`src/rtl/arith_pkg.sv`:
```
// -----------------------------------------------------------------------------
// arith_pkg
// Shared definitions for the bit-serial arithmetic units.
//   - FSM state encodings (2-bit, legacy-compatible localparam constants)
//   - Legal bounds for the WIDTH parameter and a helper to test them
// No ports (package).
// -----------------------------------------------------------------------------
package arith_pkg;

  localparam logic [1:0] ST_IDLE  = 2'd0;
  localparam logic [1:0] ST_SHIFT = 2'd1;
  localparam logic [1:0] ST_DONE  = 2'd2;

  localparam int WIDTH_MIN = 2;
  localparam int WIDTH_MAX = 32;

  function automatic bit width_is_legal(input int w);
    return (w >= WIDTH_MIN) && (w <= WIDTH_MAX);
  endfunction

endpackage

```
`src/rtl/serial_subtractor_full_subtractor.sv`:
```
// -----------------------------------------------------------------------------
// full_subtractor
// Combinational 1-bit full-subtractor cell built from gate primitives.
//   diff  = a ^ b ^ b_in
//   b_out = (~a & b) | (~(a ^ b) & b_in)
// Ports:
//   a     in  minuend bit
//   b     in  subtrahend bit
//   b_in  in  incoming borrow
//   diff  out difference bit
//   b_out out outgoing borrow
// -----------------------------------------------------------------------------
module full_subtractor (
  output logic diff,
  output logic b_out,
  input  logic a,
  input  logic b,
  input  logic b_in
);

  logic w_axb;
  logic w_na;
  logic w_naxb;
  logic w_t1;
  logic w_t2;

  xor g_x1 (w_axb, a, b);
  xor g_x2 (diff, w_axb, b_in);
  not g_n1 (w_na, a);
  and g_a1 (w_t1, w_na, b);
  // Borrow propagates only when the two bits are equal.
  not g_n2 (w_naxb, w_axb);
  and g_a2 (w_t2, w_naxb, b_in);
  or  g_o1 (b_out, w_t1, w_t2);

endmodule

```
`src/rtl/serial_subtractor.sv`:
```
// -----------------------------------------------------------------------------
// serial_subtractor
// Bit-serial two's-complement subtractor: computes a - b one bit per clock,
// LSB first, through a single full_subtractor cell and a registered borrow.
//
// Handshake: start is sampled only while busy=0 (IDLE or DONE). An accepted
// start captures a/b and raises busy on the same edge; busy stays high for
// exactly WIDTH cycles, then done pulses for one cycle with diff/borrow_out/
// overflow valid. A start during the done cycle is accepted back-to-back
// (done drops, busy rises). start while busy=1 is ignored. Result outputs
// only change at a completion edge (or reset) and are held otherwise.
//
// Ports:
//   clk         in  rising-edge clock
//   rst_n       in  synchronous active-low reset
//   start       in  operation request
//   a, b        in  minuend / subtrahend (captured on accepted start)
//   busy        out subtraction in progress
//   done        out one-cycle completion pulse
//   diff        out (a - b) mod 2^WIDTH
//   borrow_out  out 1 iff a < b unsigned
//   overflow    out signed overflow of a - b
//   dbg_state   out current FSM state (ST_IDLE/ST_SHIFT/ST_DONE)
// -----------------------------------------------------------------------------
module serial_subtractor
  import arith_pkg::*;
#(
  parameter int WIDTH = 8
) (
  input  logic             clk,
  input  logic             rst_n,
  input  logic             start,
  input  logic [WIDTH-1:0] a,
  input  logic [WIDTH-1:0] b,
  output logic             busy,
  output logic             done,
  output logic [WIDTH-1:0] diff,
  output logic             borrow_out,
  output logic             overflow,
  output logic [1:0]       dbg_state
);

  localparam int CW = $clog2(WIDTH);
  localparam logic [CW-1:0] CNT_LAST = CW'(WIDTH - 1);

  logic [1:0]       r_state;
  logic [WIDTH-1:0] r_a_sh;
  logic [WIDTH-1:0] r_b_sh;
  logic [WIDTH-1:0] r_r_sh;
  logic             r_bor;
  logic [CW-1:0]    r_cnt;
  logic             r_a_msb;
  logic             r_b_msb;
  logic [WIDTH-1:0] r_diff;
  logic             r_borrow;
  logic             r_ovf;
  logic             r_busy;
  logic             r_done;

  logic             w_d;
  logic             w_bor_next;
  logic             w_accept;
  logic [WIDTH-1:0] w_r_next;

  full_subtractor u_fs (
    .diff  (w_d),
    .b_out (w_bor_next),
    .a     (r_a_sh[0]),
    .b     (r_b_sh[0]),
    .b_in  (r_bor)
  );

  assign w_accept = start && ((r_state == ST_IDLE) || (r_state == ST_DONE));
  // Result bits enter at the MSB so the first (LSB) bit lands in bit 0
  // after WIDTH shifts.
  assign w_r_next = {w_d, r_r_sh[WIDTH-1:1]};

  always_ff @(posedge clk) begin
    if (!rst_n) begin
      r_state  <= ST_IDLE;
      r_a_sh   <= '0;
      r_b_sh   <= '0;
      r_r_sh   <= '0;
      r_bor    <= 1'b0;
      r_cnt    <= '0;
      r_a_msb  <= 1'b0;
      r_b_msb  <= 1'b0;
      r_diff   <= '0;
      r_borrow <= 1'b0;
      r_ovf    <= 1'b0;
      r_busy   <= 1'b0;
      r_done   <= 1'b0;
    end else begin
      case (r_state)
        ST_IDLE, ST_DONE: begin
          if (w_accept) begin
            r_a_sh  <= a;
            r_b_sh  <= b;
            r_r_sh  <= '0;
            r_bor   <= 1'b0;
            r_cnt   <= '0;
            r_a_msb <= a[WIDTH-1];
            r_b_msb <= b[WIDTH-1];
            r_state <= ST_SHIFT;
            r_busy  <= 1'b1;
            r_done  <= 1'b0;
          end else begin
            r_state <= ST_IDLE;
            r_done  <= 1'b0;
          end
        end
        ST_SHIFT: begin
          r_a_sh <= r_a_sh >> 1;
          r_b_sh <= r_b_sh >> 1;
          r_r_sh <= w_r_next;
          r_bor  <= w_bor_next;
          r_cnt  <= r_cnt + CW'(1);
          if (r_cnt == CNT_LAST) begin
            r_diff   <= w_r_next;
            r_borrow <= w_bor_next;
            // Signed overflow: operand signs differ and result sign differs
            // from the minuend's sign. w_d here is the result MSB.
            r_ovf    <= (r_a_msb != r_b_msb) && (w_d != r_a_msb);
            r_state  <= ST_DONE;
            r_busy   <= 1'b0;
            r_done   <= 1'b1;
          end
        end
        default: begin
          r_state <= ST_IDLE;
          r_busy  <= 1'b0;
          r_done  <= 1'b0;
        end
      endcase
    end
  end

  assign busy       = r_busy;
  assign done       = r_done;
  assign diff       = r_diff;
  assign borrow_out = r_borrow;
  assign overflow   = r_ovf;
  assign dbg_state  = r_state;

endmodule

```
`config.mk`:
```
export PLATFORM = sky130hd
export DESIGN_NAME = serial_subtractor
export DESIGN_NICKNAME = d
export VERILOG_FILES = /design/src/rtl/arith_pkg.sv /design/src/rtl/serial_subtractor_full_subtractor.sv /design/src/rtl/serial_subtractor.sv
export SDC_FILE = /design/constraint.sdc
export NUM_CORES = 1
export LEC_CHECK = 0
export ABC_AREA = 0
export BUFFER_PORTS_ARGS = -buffer_cell sky130_fd_sc_hd__buf_2
export CORE_ASPECT_RATIO = 1.25
export CORE_MARGIN = 2
export CORE_UTILIZATION = 55
export CTS_CLUSTER_DIAMETER = 30
export DETAILED_ROUTE_END_ITERATION = 10
export PLACE_DENSITY = 0.8
export SYNTH_ARGS = -nofsm -noshare
export SYNTH_HDL_FRONTEND = slang
export SYNTH_HIERARCHICAL = 1
export SYNTH_SLANG_ARGS = --single-unit
```
`constraint.sdc`:
```
create_clock -name clk -period 2.5 [get_ports clk]
set_input_delay 0.25 -clock clk [delete_from_list [all_inputs] [get_ports clk]]
set_output_delay 0.25 -clock clk [all_outputs]
set_load 0.01 [all_outputs]
```
-- Word level (Yosys, flattened, before mapping)
Index checks and enable logic that the tools add are counted.
- eq/ne operators: 7
- reduce and logical (&&, ||, !) cells: 11
- bitwise operators: 7
- multiply operators: 0
- order comparisons: 0
- muxes and demuxes: 16
- shift operators: 0
- add/subtract/negate cells: 1
- divide/modulo/power cells: 0
- operators by type and width (operator ; number):
    case mux 8 bit (2 select lines) ; 3
    two-way mux 8 bit ; 3
    AND reduction 2 bit ; 5
    case mux 3 bit (2 select lines) ; 1
    two-way mux 1 bit ; 4
    != test 2 bit, second input constant ; 2
    case mux 1 bit (2 select lines) ; 2
    case mux 2 bit (2 select lines) ; 1
    adder 3 x 1 -> 3 bit, second input constant ; 1
    == test 3 bit, second input constant ; 1
    two-way mux 3 bit ; 1
    AND 1 bit ; 2
    == test 2 x 1 -> 1 bit, second input constant ; 1
    == test 2 bit, second input constant ; 1
    logical AND 1 bit ; 2
    logical NOT 2 bit ; 1
    two-way mux 2 bit ; 1
    != test 1 bit ; 2
    NOT 1 bit ; 2
    nonzero test 2 bit ; 1
    OR reduction 2 bit ; 1
    XOR 1 bit ; 2
    logical OR 1 bit ; 1
    bitwise OR 1 bit ; 1
- register bits: 44
- bits in writable memories: 0
- word-level logic and storage cells: 55
- memories: 0
- bits in latches: 0
- ROM bits: 0
- output and inout port bits: 14
- bits of input ports: 19

-- Logic depth before layout (Yosys ltp)
- word-level depth: 5
- depth in mapped cells: 6
- gate-level depth less buffers: 5

-- Modules after synthesis
The synthesis kept the hierarchy.
- by module, submodules not included (module ; instances ; area each (um^2) ; cells an instance ; sequential area each (um^2)):
    serial_subtractor ; 1 ; 1626.6 ; 184 ; 860.8
    full_subtractor ; 1 ; 31.3 ; 4 ; 0.0

-- Worst setup path after synthesis
No wires, ideal clock.
- path type: register -> register
- start point: register r_b_sh[0]
- end point: register r_ovf, in the netlist overflow
- data arrival time: 1.248 ns
- setup slack: 1.157 ns
- data required time: 2.405 ns
- library setup time: 0.095 ns
- path buffers: 0
- cell stages (with the launch flop): 6
- period minus slack after synthesis: 1.343 ns
- path through: dfxtp_1 -> inv_1 -> fa_1 -> nor2_1 -> a21oi_1 -> a221oi_1
- word-level cells in the longest chain between the ends: 4
- ends and longest elaborated chain (what ; RTL line ; RTL):
    from (decl) ; serial_subtractor.sv:48 ; logic [WIDTH-1:0] r_b_sh;
    from (signal assigned) ; serial_subtractor.sv:114 ; r_b_sh <= r_b_sh >> 1;
    XOR 1 bit ; serial_subtractor_full_subtractor.sv:27 ; xor g_x1 (w_axb, a, b);
    XOR 1 bit ; serial_subtractor_full_subtractor.sv:28 ; xor g_x2 (diff, w_axb, b_in);
    via w_d ; serial_subtractor.sv:60 ; logic w_d;
    != test 1 bit ; serial_subtractor.sv:123 ; r_ovf <= (r_a_msb != r_b_msb) && (w_d != r_a_msb);
    logical AND 1 bit ; serial_subtractor.sv:123 ;
    to (signal assigned) ; serial_subtractor.sv:123 ;
    to (decl) ; serial_subtractor.sv:56 ; logic r_ovf;
The timed path passes the listed nets, and every way through them passes these cells.
A chain may end at the register's enable or synchronous reset.

-- Final worst setup path
- start point: register r_cnt[0]
- end point: register r_ovf, in the netlist overflow
- word-level cells in the longest chain between the ends: 2
- ends and longest elaborated chain (what ; RTL line ; RTL):
    from (decl) ; serial_subtractor.sv:51 ; logic [CW-1:0] r_cnt;
    from (signal assigned) ; serial_subtractor.sv:117 ; r_cnt <= r_cnt + CW'(1);
    == test 3 bit ; serial_subtractor.sv:118 ; if (r_cnt == CNT_LAST) begin
    AND reduction 2 bit (no line) ; -- ;
Every way passes these cells.

==> flow_summary.ini <==
[run_status]
status = complete, no violations

[logic_synthesis]
syn_area_um2 = 1660
synthTopCellsByArea = dfxtp_1 52%, nand2_1 8.8%, a22o_1 5.3%
yosysTopAreaCell = dfxtp_1
netlist_instances = 188
synthDistinctLibCells = 28
synth-seq-cells = 43
yosys_warnings = 6
synth_top_area_share_pct = 51.9
syn_nets = 210
synth_edf_count = 0
synth_most_common_cell = dfxtp_1
syn_avg_cell_area_um2 = 8.82
ys.flop_type = dfxtp_1
seq_area_frac_synth_pct = 51.9
async_flop_share_pct = 0
synth_common_cells = 43 x dfxtp_1, 39 x nand2_1, 16 x a21oi_1, 13 x a31oi_1, 13 x o21ai_0

[clock_network]
cts_buffers = 5
cts_resized = 0
cts_sinks = 43
clk_pin_slew_ns = 0.11
ctsHoldBuffers = 0
h-tree-depth = 2
cts-root-buf = clkbuf_4
clockBufferDepth = 2
postCtsSetupRepairBufs = 0
cts_tree = done
clock_latency_ns = 0.35

[placed_design]
dp_hpwl_um = 2290
port_buffers = 32
place_area_um2 = 1800
place_inst = 244
gp_congestion = 0.727

[pwr]
switching_share_pct = 25.5
power.switching_uw = 308
combPwrFrac_pct = 10.9
pwr-share-clk_pct = 28.1
p_int_uw = 899
power.leakage_uw = 0.000778
powerDensity_nw_per_um2 = 649
power_frac_seq_pct = 61.0
ir_drop_v = 0.000410
power_uw = 1210

[floorplanning]
dieHeight_um = 65.4
fp.coreArea_um2 = 2920
ios = 33
dieArea_um2 = 3470
die_width_um = 53.1
initial_core_util_pct = 56.8
row_count = 22

[grt]
grt_pass1_wl_um = 5480
grt_pass1_vias = 1298
grt_usage_pct = 21.3
antenna_found_initial = 0
grt.overflow.total = 0
grt_max_degree = 33

[worst_hold_path]
holdPathStages = 3
hold_start = b[1]
whs_endpoint = r_b_sh[1]$_SDFFE_PN0P_
min_path_type = input pin to flip-flop

[sta]
maxSlewHeadroom_pct = 52.7
hold_viol = 0
fmax_mhz = 545
finalSetupViolations = 0
fin_crit_ns = 1.84
layout_worst_path_cycle_share_pct = 73.4
tns_ns = 0
rsz0062_at_grt = false
worst_clock_skew_ns = 0.00875
worst_slew_pin_slew_ns = 0.709
slew_violations = 0
hold_ws_ns = 0.139

[critical_path]
cp-end-kind = flip-flop
required_ns = 2.76
ff2ff_setup_slack_ns = 0.66
path_max_fanout = 13
reg2reg_to = overflow$_SDFFE_PN0P_
crit_type = flip-flop to flip-flop
reg2reg_depth = 4
start_kind = flip-flop
r2r-start = r_cnt[0]$_SDFFE_PN0P_
critPathArrivalTime_ns = 2.09

[finish]
instances_no_fill = 251
fin_area_um2 = 1860
fin_nets = 237
layout-drive-gt1-share_pct = 20.0
diodes = 0
synthToLayoutAreaGrowth_pct = 12.2

[drt]
vias = 1386
ant_nets = 0
route.detailed.drc = 0
wl_um = 3200
drtIter0Drc = 21
viasPerCell = 5.52
wl_per_cell_um = 12.7
drt_first_pass_iters = 4

[run]
max-cap-violations = 0
## per-layer routing
metal,wire length (µm),track usage (%),up-vias
met5,0,0,-
met4,74,9.29,0
met3,161,6.36,9
met2,1620,35.5,35
met1,1340,24.8,639
li1,-,-,703
## flip-flops by register name, indices dropped and copies added, names as in the netlist, 2 cells and up
signal,flops
diff,8
r_a_sh,8
r_b_sh,8
r_r_sh,7
r_cnt,3
dbg_state,2
## metrics by stage
stage / util [%] / setup slack (ns)
2_1_floorplan: - / 1.16
3_3_place_gp: 61.8 / 0.846
3_5_place_dp: 61.8 / 0.667
4_1_cts: 63.7 / 0.658
5_1_grt: 63.7 / 0.522
6_report: 63.7 / 0.664
## power groups by stage
stage / clock network (µW) / logic [µW] / registers [µW]
after floorplan: 0 / 99.3 / 748
after global placement: 0 / 127 / 750
after detailed placement: 0 / 132 / 752
after CTS: 349 / 132 / 737
after global routing: 382 / 149 / 742
final: 340 / 131 / 736
## worst max-delay path, stage by stage (launching register included)
cell,delay (ns)
dfxtp_1,0.37
ha_1,0.16
ha_1,0.42
nand3b_1,0.39
a221oi_1,0.41
## cell families (layout without fill, tap and decap cells)
logic type,Yosys count,in the layout,share of synthesized area (%)
buffers and inverters,19,46,5.66
AND/OR/NAND/NOR,65,65,17.8
multiplexers,1,1,0.604
adder cells (fa/ha/maj),3,3,2.72
flip-flops,43,43,51.9
AO/OA/AOI/OAI,57,57,21.3
## cell usage in the layout (no fill, tap or decap), drive strengths merged, types with 3 or more instances in the layout
cell type  count
o21ai         13
buf           34
nand2b         3
a21oi         16
a22o          10
dfxtp         43
nor2           5
a31oi         13
nand2         39
clkbuf         6
inv            5
nand3         12
## cell type report
type / instances / area, µm²
fill: 276 / 1060
sequential: 43 / 861
multi-input combinational: 126 / 703
timing repair buffer: 34 / 175
clock buffer: 6 / 51.3
tap: 36 / 45.0
inverter: 5 / 18.8
clock inverter: 1 / 5.00
## worst max path at each step
| stage | startpoint | slack (ns) | to | cells after the start |
|---|---|---|---|---|
| after floorplan | r_b_sh[0]$_SDFFE_PN0P_ | 1.16 | overflow$_SDFFE_PN0P_ | 5 |
| after global placement | r_cnt[0]$_SDFFE_PN0P_ | 0.85 | overflow$_SDFFE_PN0P_ | 4 |
| after detailed placement | r_cnt[0]$_SDFFE_PN0P_ | 0.67 | overflow$_SDFFE_PN0P_ | 4 |
| after CTS | r_cnt[0]$_SDFFE_PN0P_ | 0.66 | overflow$_SDFFE_PN0P_ | 4 |
| after global routing | r_cnt[0]$_SDFFE_PN0P_ | 0.52 | overflow$_SDFFE_PN0P_ | 4 |
| final | r_cnt[0]$_SDFFE_PN0P_ | 0.66 | overflow$_SDFFE_PN0P_ | 4 |
No activity file was read; power rests on OpenSTA's default activity.
